==> config.mk <==
export PLATFORM = sky130hd
export DESIGN_NAME = bellek_erisim_birimi
export DESIGN_NICKNAME = d
export VERILOG_FILES = /design/src/rtl/bellek_erisim_birimi.sv
export SDC_FILE = /design/constraint.sdc
export NUM_CORES = 1
export LEC_CHECK = 0
export ABC_AREA = 1
export CAP_MARGIN = 10
export CORE_MARGIN = 2
export CORE_UTILIZATION = 39
export DETAILED_ROUTE_END_ITERATION = 12
export PLACE_DENSITY_LB_ADDON = 0.3
export SLEW_MARGIN = 20
export SYNTH_ARGS = -nofsm -noshare
export SYNTH_HDL_FRONTEND = slang
export SYNTH_SLANG_ARGS = --single-unit
==> constraint.sdc <==
create_clock -name clk_i -period 3.35 [get_ports clk_i]
set_input_delay 0.335 -clock clk_i [delete_from_list [all_inputs] [get_ports clk_i]]
set_output_delay 0.335 -clock clk_i [all_outputs]
set_load 0.005 [all_outputs]
==> src/rtl/bellek_erisim_birimi.sv <==
// -----------------------------------------------------------------------------
// bellek_erisim_birimi
// Memory stage of the core. Accepts one load/store micro-op at a time, drives
// the bib_istek_* request port of veri_yolu_birimi, lane-aligns store data and
// builds the byte mask, and on loads waits for the returned word, extracts the
// addressed lane and sign/zero-extends it. The pipeline is held (giris_hazir_o
// low) until the access retires with a one-cycle tamam_o pulse.
//
// Ports
//   clk_i, rst_i            clock, asynchronous active-high reset
//   giris_*                 micro-op handshake and fields (yaz, boyut,
//                           isaretsiz, adres, veri, hedef)
//   bib_istek_*, bib_veri_o request to veri_yolu_birimi (valid, yaz, oku,
//                           adres, maske, lane-aligned store data)
//   bellek_hazir_i          bus accepts the request
//   bellek_veri_i/gecerli_i load word and its valid strobe
//   tamam_o                 micro-op retired (1-cycle pulse)
//   sonuc_yaz_o/veri_o/hedef_o  register write-back with tamam_o
//   hizasiz_o               misaligned-access flag with tamam_o
//
// Build option
//   HIZASIZ_ISTISNA_EN : when defined, misaligned half/word ops issue no bus
//                        request and retire next cycle with hizasiz_o=1 and the
//                        faulting address on sonuc_veri_o. When undefined,
//                        hizasiz_o stays 0 and low address bits that do not fit
//                        the access size are ignored.
// -----------------------------------------------------------------------------
module bellek_erisim_birimi #(
    parameter int ADRES_BIT  = 32,
    parameter int VERI_BIT   = 32,
    parameter int YAZMAC_BIT = 5
) (
    input  logic                  clk_i,
    input  logic                  rst_i,
    input  logic                  giris_gecerli_i,
    output logic                  giris_hazir_o,
    input  logic                  giris_yaz_i,
    input  logic [1:0]            giris_boyut_i,
    input  logic                  giris_isaretsiz_i,
    input  logic [ADRES_BIT-1:0]  giris_adres_i,
    input  logic [VERI_BIT-1:0]   giris_veri_i,
    input  logic [YAZMAC_BIT-1:0] giris_hedef_i,
    output logic                  bib_istek_gecerli_o,
    output logic                  bib_istek_yaz_o,
    output logic                  bib_istek_oku_o,
    output logic [ADRES_BIT-1:0]  bib_istek_adres_o,
    output logic [VERI_BIT-1:0]   bib_veri_o,
    output logic [VERI_BIT/8-1:0] bib_istek_maske_o,
    input  logic                  bellek_hazir_i,
    input  logic [VERI_BIT-1:0]   bellek_veri_i,
    input  logic                  bellek_gecerli_i,
    output logic                  tamam_o,
    output logic                  sonuc_yaz_o,
    output logic [VERI_BIT-1:0]   sonuc_veri_o,
    output logic [YAZMAC_BIT-1:0] sonuc_hedef_o,
    output logic                  hizasiz_o
);

    localparam int VERI_BYTE = VERI_BIT / 8;
    localparam logic [VERI_BYTE-1:0] MASKE_BYTE  = VERI_BYTE'(1);
    localparam logic [VERI_BYTE-1:0] MASKE_YARIM = VERI_BYTE'(3);

    typedef enum logic [1:0] {
        BOSTA,
        ISTEK,
        YANIT
    } durum_t;

    durum_t durum_q, durum_d;

    logic                  istek_gecerli_q, istek_gecerli_d;
    logic                  istek_yaz_q, istek_yaz_d;
    logic                  istek_oku_q, istek_oku_d;
    logic [ADRES_BIT-1:0]  adres_q, adres_d;
    logic [VERI_BIT-1:0]   veri_q, veri_d;
    logic [VERI_BYTE-1:0]  maske_q, maske_d;
    logic [1:0]            boyut_q, boyut_d;
    logic                  isaretsiz_q, isaretsiz_d;
    logic [YAZMAC_BIT-1:0] hedef_q, hedef_d;
    logic                  tamam_q, tamam_d;
    logic                  sonuc_yaz_q, sonuc_yaz_d;
    logic [VERI_BIT-1:0]   sonuc_veri_q, sonuc_veri_d;
    logic [YAZMAC_BIT-1:0] sonuc_hedef_q, sonuc_hedef_d;
    logic                  hizasiz_q, hizasiz_d;

    logic [VERI_BIT-1:0]   hizali_veri;
    logic [VERI_BYTE-1:0]  hizali_maske;
    logic [7:0]            kayik_byte;
    logic [15:0]           kayik_yarim;
    logic [VERI_BIT-1:0]   yuklenen;
    logic                  hizasiz_giris;

`ifdef HIZASIZ_ISTISNA_EN
    assign hizasiz_giris = ((giris_boyut_i == 2'b01) && giris_adres_i[0]) ||
                           (giris_boyut_i[1] && (giris_adres_i[1:0] != 2'b00));
`else
    assign hizasiz_giris = 1'b0;
`endif

    // Store lane alignment: replicate the low bytes across the word so the
    // mask alone selects which lane the bus actually writes.
    always_comb begin
        case (giris_boyut_i)
            2'b00: begin
                hizali_veri  = {VERI_BYTE{giris_veri_i[7:0]}};
                hizali_maske = MASKE_BYTE << giris_adres_i[1:0];
            end
            2'b01: begin
                hizali_veri  = {(VERI_BYTE/2){giris_veri_i[15:0]}};
                hizali_maske = MASKE_YARIM << {giris_adres_i[1], 1'b0};
            end
            default: begin
                hizali_veri  = giris_veri_i;
                hizali_maske = '1;
            end
        endcase
    end

    // Load lane extraction and extension, using the fields latched at accept.
    always_comb begin
        kayik_byte  = 8'(bellek_veri_i >> {adres_q[1:0], 3'b000});
        kayik_yarim = 16'(bellek_veri_i >> {adres_q[1], 4'b0000});
        case (boyut_q)
            2'b00:   yuklenen = {{(VERI_BIT-8){kayik_byte[7] & ~isaretsiz_q}}, kayik_byte};
            2'b01:   yuklenen = {{(VERI_BIT-16){kayik_yarim[15] & ~isaretsiz_q}}, kayik_yarim};
            default: yuklenen = bellek_veri_i;
        endcase
    end

    always_ff @(posedge clk_i or posedge rst_i) begin
        if (rst_i) begin
            durum_q <= BOSTA;
        end else begin
            durum_q <= durum_d;
        end
    end

    always_comb begin
        durum_d         = durum_q;
        istek_gecerli_d = 1'b0;
        istek_yaz_d     = istek_yaz_q;
        istek_oku_d     = istek_oku_q;
        adres_d         = adres_q;
        veri_d          = veri_q;
        maske_d         = maske_q;
        boyut_d         = boyut_q;
        isaretsiz_d     = isaretsiz_q;
        hedef_d         = hedef_q;
        tamam_d         = 1'b0;
        sonuc_yaz_d     = 1'b0;
        hizasiz_d       = 1'b0;
        sonuc_veri_d    = sonuc_veri_q;
        sonuc_hedef_d   = sonuc_hedef_q;

        case (durum_q)
            BOSTA: begin
                if (giris_gecerli_i) begin
                    if (hizasiz_giris) begin
                        // Faulting op retires straight from idle; no request.
                        tamam_d       = 1'b1;
                        hizasiz_d     = 1'b1;
                        sonuc_veri_d  = VERI_BIT'(giris_adres_i);
                        sonuc_hedef_d = giris_hedef_i;
                    end else begin
                        durum_d         = ISTEK;
                        istek_gecerli_d = 1'b1;
                        istek_yaz_d     = giris_yaz_i;
                        istek_oku_d     = ~giris_yaz_i;
                        adres_d         = giris_adres_i;
                        veri_d          = hizali_veri;
                        maske_d         = hizali_maske;
                        boyut_d         = giris_boyut_i;
                        isaretsiz_d     = giris_isaretsiz_i;
                        hedef_d         = giris_hedef_i;
                    end
                end
            end
            ISTEK: begin
                istek_gecerli_d = 1'b1;
                if (bellek_hazir_i) begin
                    istek_gecerli_d = 1'b0;
                    istek_yaz_d     = 1'b0;
                    istek_oku_d     = 1'b0;
                    if (istek_yaz_q) begin
                        // Posted write: retire as soon as the bus takes it.
                        tamam_d       = 1'b1;
                        sonuc_veri_d  = '0;
                        sonuc_hedef_d = hedef_q;
                        durum_d       = BOSTA;
                    end else begin
                        durum_d = YANIT;
                    end
                end
            end
            YANIT: begin
                if (bellek_gecerli_i) begin
                    tamam_d       = 1'b1;
                    sonuc_yaz_d   = (hedef_q != '0);
                    sonuc_veri_d  = yuklenen;
                    sonuc_hedef_d = hedef_q;
                    durum_d       = BOSTA;
                end
            end
            default: durum_d = BOSTA;
        endcase
    end

    always_ff @(posedge clk_i or posedge rst_i) begin
        if (rst_i) begin
            istek_gecerli_q <= 1'b0;
            istek_yaz_q     <= 1'b0;
            istek_oku_q     <= 1'b0;
            adres_q         <= '0;
            veri_q          <= '0;
            maske_q         <= '0;
            boyut_q         <= '0;
            isaretsiz_q     <= 1'b0;
            hedef_q         <= '0;
            tamam_q         <= 1'b0;
            sonuc_yaz_q     <= 1'b0;
            sonuc_veri_q    <= '0;
            sonuc_hedef_q   <= '0;
            hizasiz_q       <= 1'b0;
        end else begin
            istek_gecerli_q <= istek_gecerli_d;
            istek_yaz_q     <= istek_yaz_d;
            istek_oku_q     <= istek_oku_d;
            adres_q         <= adres_d;
            veri_q          <= veri_d;
            maske_q         <= maske_d;
            boyut_q         <= boyut_d;
            isaretsiz_q     <= isaretsiz_d;
            hedef_q         <= hedef_d;
            tamam_q         <= tamam_d;
            sonuc_yaz_q     <= sonuc_yaz_d;
            sonuc_veri_q    <= sonuc_veri_d;
            sonuc_hedef_q   <= sonuc_hedef_d;
            hizasiz_q       <= hizasiz_d;
        end
    end

    assign giris_hazir_o       = (durum_q == BOSTA);
    assign bib_istek_gecerli_o = istek_gecerli_q;
    assign bib_istek_yaz_o     = istek_yaz_q;
    assign bib_istek_oku_o     = istek_oku_q;
    assign bib_istek_adres_o   = adres_q;
    assign bib_veri_o          = veri_q;
    assign bib_istek_maske_o   = maske_q;
    assign tamam_o             = tamam_q;
    assign sonuc_yaz_o         = sonuc_yaz_q;
    assign sonuc_veri_o        = sonuc_veri_q;
    assign sonuc_hedef_o       = sonuc_hedef_q;
    assign hizasiz_o           = hizasiz_q;

endmodule

==> results of run 1 <==
-- through the flow --
stage / hold WS (ns) / instances / total power [uW] / instance area [um2] / utilization
6_report: 0.239 / 1074 / 7840 / 8460 / 0.614
5_1_grt: 0.256 / 1074 / 8420 / 8460 / 0.614
4_1_cts: 0.232 / 1074 / 7920 / 8460 / 0.614
3_5_place_dp: 0.464 / 1042 / 5900 / 7820 / 0.568
3_3_place_gp: 0.460 / 1042 / 5870 / 7820 / 0.568
2_1_floorplan: 0.445 / 668 / 4080 / 5470 / -
-- area by class of cell --
cell class	instances	area, um2	share of cell area
Inverter	39	153	0.0180
Tap cell	180	225	0.0266
Multi-Input combinational cell	474	2150	0.254
Clock inverter	12	173	0.0204
Sequential cell	120	3000	0.355
Timing Repair Buffer	229	2290	0.271
Clock buffer	20	467	0.0552
-- layer usage --
| metal | vias to the layer above | wire length, um |
|---|---|---|
| met2 | 223 | 7500 |
| met5 | - | 0 |
| met1 | 2444 | 6990 |
| li1 | 2555 | - |
| met3 | 19 | 1650 |
| met4 | 0 | 227 |
-- state kept, by name (all words and copies together) (netlist names), 2 cells and up --
name	cells
bib_veri_o	32
bib_istek_maske_o	4
durum_q	2
sonuc_hedef_o	5
sonuc_veri_o	32
boyut_q	2
bib_istek_adres_o	32
hedef_q	5
-- placed cells by master (no fill, tap or decap) --
master           synthesis  final
inv_2                    3      4
buf_12                   0      2
a21boi_0                 1      1
o21ai_0                 55     55
clkbuf_8                 0      3
bufinv_16                0      4
clkinv_2                 0      4
clkinvlp_4               0      3
nor4_1                   1      1
nand2_2                  6      7
a31oi_1                  8      8
nor2_2                   2      2
or2_2                    5      5
clkinv_4                 0      2
nor2_8                   1      1
a21oi_1                 14     14
mux2_2                   1      1
o211ai_1                10     10
a22o_1                   6      6
dfrtp_1                120    120
nand2_1                279    278
clkdlybuf4s50_1          0    220
inv_4                    1      1
buf_4                    2      7
nand2_4                  1      1
inv_1                   34     33
nor2_1                  40     40
a22oi_1                  1      1
nand4_1                  4      4
conb_1                   1      1
ha_1                     3      3
clkbuf_16                0     17
o21ai_2                 10     10
nand3_1                 25     25
-- Yosys cell counts, drive strengths merged --
cell,number
o211ai,10
nor4,1
conb,1
mux2,1
dfrtp,120
a21oi,14
or2,5
ha,3
nand2,286
a31oi,8
buf,15
clkbuf,20
o21ai,65
nor2,43
nand3,25
a22o,6
a22oi,1
nand4,4
a21boi,1
inv,38
clkinv,1
-- path summary, 6_finish.rpt --
| path | endpoint | slack [ns] | cells after the start |
|---|---|---|---|
| max | bib_veri_o[17]$_DFFE_PP0P_ | 1.16 | 7 |
| min | durum_q[1]$_DFFE_PP0P_ | 0.24 | 2 |
| max reg2reg | bib_veri_o[17]$_DFFE_PP0P_ | 1.16 | 7 |
| min reg2reg | bib_istek_adres_o[3]$_DFFE_PP0P_ | 0.47 | 2 |
| max in group asynchronous | bib_istek_adres_o[10]$_DFFE_PP0P_ | 2.52 | 3 |
| min in group clk_i | bib_istek_adres_o[24]$_DFFE_PP0P_ | 0.45 | 3 |
-- cell families (layout without fill, tap and decap cells) --
logic type      count (synthesis)  count (layout)
simple gates                  364             364
flops                         120             120
compound gates                105             105
buf+inv                        74             300
fa+ha+maj                       3               3
other cells                     1               1
mux                             1               1
-- where the power goes --
| group | switching (uW) | internal, uW |
|---|---|---|
| Combinational | 1650 | 1730 |
| Clock | 652 | 1300 |
| Sequential | 400 | 2120 |
| Total | 2700 | 5140 |
==> results.py, run 1 <==
metrics = {
    "clocking": {
        "cts_resized": 0,
        "clkSinkCount": 120,
        "clockRootBuffer": "clkbuf_16",
        "cts_buffer_depth": 2,
        "h-tree-depth": 4,
        "cts_tree": "yes",
        "postCtsHoldBufs": 0,
        "insertion_delay_ns": 0.42,
        "cts_buffers": 17,
        "postCtsSetupBuffers": 0,
        "worst_setup_hold_path_clk_slew_ns": 0.05,
    },
    "sta": {
        "setup_viol": 0,
        "period_needed_ns": 2.19,
        "finalHoldViolCount": 0,
        "clock_skew_ns": 0.00615,
        "relSlewSlack": 0.504,
        "fin_ws_ns": 1.16,
        "fmax_mhz": 457,
        "finalCritPeriodShare": 0.654,
        "rsz0062_at_grt": "false",
        "drv_slew": 0,
        "worst_slew_pin_slew_ns": 0.742,
        "fin_tns_setup_ns": 0,
    },
    "pwr": {
        "cellLeakagePower_uw": 0.00400,
        "p_per_area_nw_per_um2": 927,
        "ir_drop_v": 0.000469,
    },
    "job": {
        "drv_cap": 0,
    },
    "logic_synthesis": {
        "synthCells": 668,
        "synth-simple-area-share": 0.268,
        "yosysWarningCount": 0,
        "synth_adder_area_share": 0.00687,
        "synth-compound-area-share": 0.114,
        "synth_top_family_by_area": "simple AND/OR/NAND/NOR gates",
        "synth_top_area_frac": 0.549,
        "ys_seq_area_frac": 0.549,
        "synth_fp_nets": 781,
        "avgSynthCellArea_um2": 8.18,
        "synth_area_leaders": "dfrtp_1, nand2_1, o21ai_0",
        "syn_area_um2": 5470,
        "yosys.area_share.xor_xnor": 0,
        "ys_ff_latch": 120,
        "synthDistinctLibCells": 31,
        "muxShareOfSynthArea": 0.00206,
        "yosysTopAreaCell": "dfrtp_1",
    },
    "final_layout": {
        "nFillCells": 1223,
        "drive_above_1_share": 0.0828,
        "area_growth_pct": 54.8,
        "fin_nets": 994,
        "diodes": 0,
    },
    "detailed_routing": {
        "firstDrtPassIters": 5,
        "drcViolationCount": 0,
        "vias": 5241,
        "vias_per_cell": 4.88,
        "routed_wl_um": 16400,
        "post_drt_wl_per_cell_um": 15.2,
        "drt_iter0_drc": 424,
        "drtAntennaViolNets": 0,
    },
    "critical_path": {
        "cp-end-kind": "flip-flop",
        "crit_start": "durum_q[0]$_DFFE_PP0P_",
        "critPathRequiredTime_ns": 3.68,
        "worst_path_max_delay_cell": "buf_4",
        "critPathBufInv": 3,
        "crit_fanout": 50,
        "arrival_ns": 2.52,
        "cp-start-kind": "flip-flop",
        "path_class": "flip-flop to flip-flop",
        "r2r-start": "durum_q[0]$_DFFE_PP0P_",
        "slowest_delay_ns": 0.49,
        "crit_chain": "inv_1, ha_1, nand2_2, inv_2, buf_4, nand3_1, o211ai_1",
        "critical-path-top-delay-family": "buffers and inverters",
    },
    "place": {
        "placement.io_buffers": 220,
        "hpwlAfterDp_um": 11400,
        "dpl_worst_slack_ns": 1.06,
        "gp_congestion": 0.857,
    },
    "floorplan": {
        "core-area_um2": 13800,
        "std_cell_rows": 43,
        "die_h_um": 122,
        "design.die.area_um2": 15000,
        "io_pins": 222,
        "dieWidth_um": 122,
        "initial_utilization": 0.397,
    },
    "global_route": {
        "grt_use_total": 0.227,
        "antenna_found_initial": 0,
        "grt_max_degree": 58,
        "grt_pass1_vias": 5098,
        "grtUsageMet1": 0.296,
        "grtUsageMet2": 0.346,
        "met3_usage": 0.0883,
        "grt_pass1_wl_um": 26100,
        "grt.busiest_layer": "met2",
        "grt-ovfl-total": 0,
    },
    "worst_hold_path": {
        "hold_path.class": "primary input to asynchronous set/reset pin",
    },
    "outcome": {
        "status": "finished, final reports clean",
    },
}
No activity file was read; power rests on OpenSTA's default activity.
==> inputs of run 2 (changes only) <==
- clock period: 3.35 -> 1.87 ns (I/O delays scaled with it)
==> run 2 against run 1 <==
Against the previous run:
- combinational power increased by 85%
- clock power up 52%
- clock skew grew 0.0034 ns
- register-to-register slack worse by 0.95 ns
- sequential power increased by 79%
- worst hold slack better by 0.032 ns
- critical path depth is 4 lower
- first-iteration DRC count down 10%
- via count increased by 0.34%
- critical endpoint is now giris_hazir_o
- highest routed layer unchanged
==> results.py, run 2 (synthesis results as in run 1) <==
metrics = {
    "sta": {
        "period_needed_ns": 1.83,
        "finalCritPeriodShare": 0.980,
        "fin_ws_ns": 0.0374,
        "fmax_mhz": 546,
        "rsz0062_at_grt": "true",
        "finalHoldViolCount": 0,
        "clock_skew_ns": 0.00958,
        "drv_slew": 0,
        "relSlewSlack": 0.568,
        "worst_slew_pin_slew_ns": 0.646,
        "setup_viol": 0,
    },
    "global_route": {
        "antenna_found_initial": 0,
        "grt_pass1_wl_um": 25500,
        "grt_use_total": 0.221,
        "grt_pass1_vias": 5120,
        "grt-ovfl-total": 0,
        "grt_max_degree": 53,
    },
    "critical_path": {
        "crit_chain": "inv_1, ha_2, clkdlybuf4s50_1",
        "path_class": "flip-flop to primary output",
        "worst_path_max_delay_cell": "clkdlybuf4s50_1",
        "cp-end-kind": "primary output",
        "critPathBufInv": 2,
        "cp-start-kind": "flip-flop",
        "slowest_delay_ns": 0.51,
        "critical-path-top-delay-family": "buffers and inverters",
        "crit_fanout": 4,
        "critPathRequiredTime_ns": 1.68,
        "arrival_ns": 1.65,
    },
    "floorplan": {
        "design.die.area_um2": 15000,
        "dieWidth_um": 122,
        "std_cell_rows": 43,
        "die_h_um": 122,
        "core-area_um2": 13800,
        "io_pins": 222,
        "initial_utilization": 0.397,
    },
    "clocking": {
        "cts_tree": "yes",
        "worst_setup_hold_path_clk_slew_ns": 0.05,
        "postCtsSetupBuffers": 0,
        "h-tree-depth": 4,
        "cts_buffer_depth": 2,
        "clkSinkCount": 120,
        "cts_buffers": 17,
        "clockRootBuffer": "clkbuf_16",
        "insertion_delay_ns": 0.41,
    },
    "detailed_routing": {
        "routed_wl_um": 16200,
        "vias_per_cell": 4.87,
        "post_drt_wl_per_cell_um": 15.0,
        "drtAntennaViolNets": 0,
        "vias": 5259,
        "drcViolationCount": 0,
        "firstDrtPassIters": 5,
        "drt_iter0_drc": 380,
    },
    "final_layout": {
        "final_cell_mix": "nand2_1, clkdlybuf4s50_1, dfrtp_1, o21ai_0, nor2_1",
        "drive_above_1_share": 0.0868,
        "fin_nets": 1004,
        "area_growth_pct": 55.3,
        "final_common_cell": "nand2_1",
        "final_util": 0.616,
        "diodes": 0,
    },
    "pwr": {
        "p_per_area_nw_per_um2": 1620,
        "cellLeakagePower_uw": 0.00402,
        "ir_drop_v": 0.000853,
    },
    "place": {
        "placement.io_buffers": 220,
        "dpl_worst_slack_ns": 0.00903,
        "hpwlAfterDp_um": 11700,
        "gp_congestion": 0.892,
    },
    "job": {
        "drv_cap": 0,
    },
    "worst_hold_path": {
        "hold_path.class": "primary input to asynchronous set/reset pin",
    },
    "outcome": {
        "status": "finished, final reports clean",
    },
}
## run 2: changes by cell type in the layout (fill, tap and decap cells not counted), sizes merged
cell      change
buf          +10
bufinv        -3
clkbuf        +3
clkinv        -4
clkinvlp      -1
## run 2: report_power, final
part / switching, uW / internal (uW) / total [uW]
Combinational: 2960 / 3290 / 6240
Sequential: 725 / 3790 / 4520
Clock: 1070 / 1890 / 2960
## run 2: per-stage QoR
step	total power, uW	hold slack [ns]	TNS (ns)	instances	cell area (um2)
2_1_floorplan	7310	0.297	0	668	5470
3_3_place_gp	10700	0.460	0	1052	7950
3_5_place_dp	10800	0.464	0	1052	7950
4_1_cts	13800	0.281	0	1079	8480
5_1_grt	14700	0.307	-0.0142	1079	8490
6_report	13700	0.270	0	1079	8490
## run 2: path summary, 6_finish.rpt
path / from / end / slack [ns] / depth (start not counted)
max: durum_q[1]$_DFFE_PP0P_ / giris_hazir_o / 0.04 / 3
min: rst_i / bib_veri_o[13]$_DFFE_PP0P_ / 0.27 / 3
max reg2reg: boyut_q[1]$_DFFE_PP0P_ / sonuc_veri_o[23]$_DFFE_PP0P_ / 0.21 / 5
min reg2reg: bib_istek_adres_o[31]$_DFFE_PP0P_ / bib_istek_adres_o[31]$_DFFE_PP0P_ / 0.47 / 2
max in group asynchronous: rst_i / bib_istek_adres_o[11]$_DFFE_PP0P_ / 1.32 / 3
min in group clk_i: giris_adres_i[25] / bib_istek_adres_o[25]$_DFFE_PP0P_ / 0.31 / 3
## run 2: what timing repair did
item / 4_1_cts / 5_1_grt
gates resized for setup: 1 / 3
hold buffers: 0 / 0
endpoints found under the setup margin: 1 / 14
## run 2: metal layers
metal  vias to the layer above  routed length [um]  GRT usage
met5                         -                   0          0
met4                         0                 286     0.0841
met3                        24                1680     0.0860
met2                       228                7280      0.339
met1                      2436                6900      0.283
li1                       2571                   -          -
## run 2: tightest hold or removal path, stage by stage
cell and delay, ns:
clkdlybuf4s50_1 0.45, clkinvlp_4 0.16, buf_12 0.24
## run 2: final cells by class
class | count | area (um2)
Clock buffer | 23 | 478
Clock inverter | 4 | 47.5
Fill cell | 1248 | 5290
Inverter | 39 | 153
Multi-Input combinational cell | 474 | 2160
Sequential cell | 120 | 3000
Tap cell | 180 | 225
Timing Repair Buffer | 239 | 2420
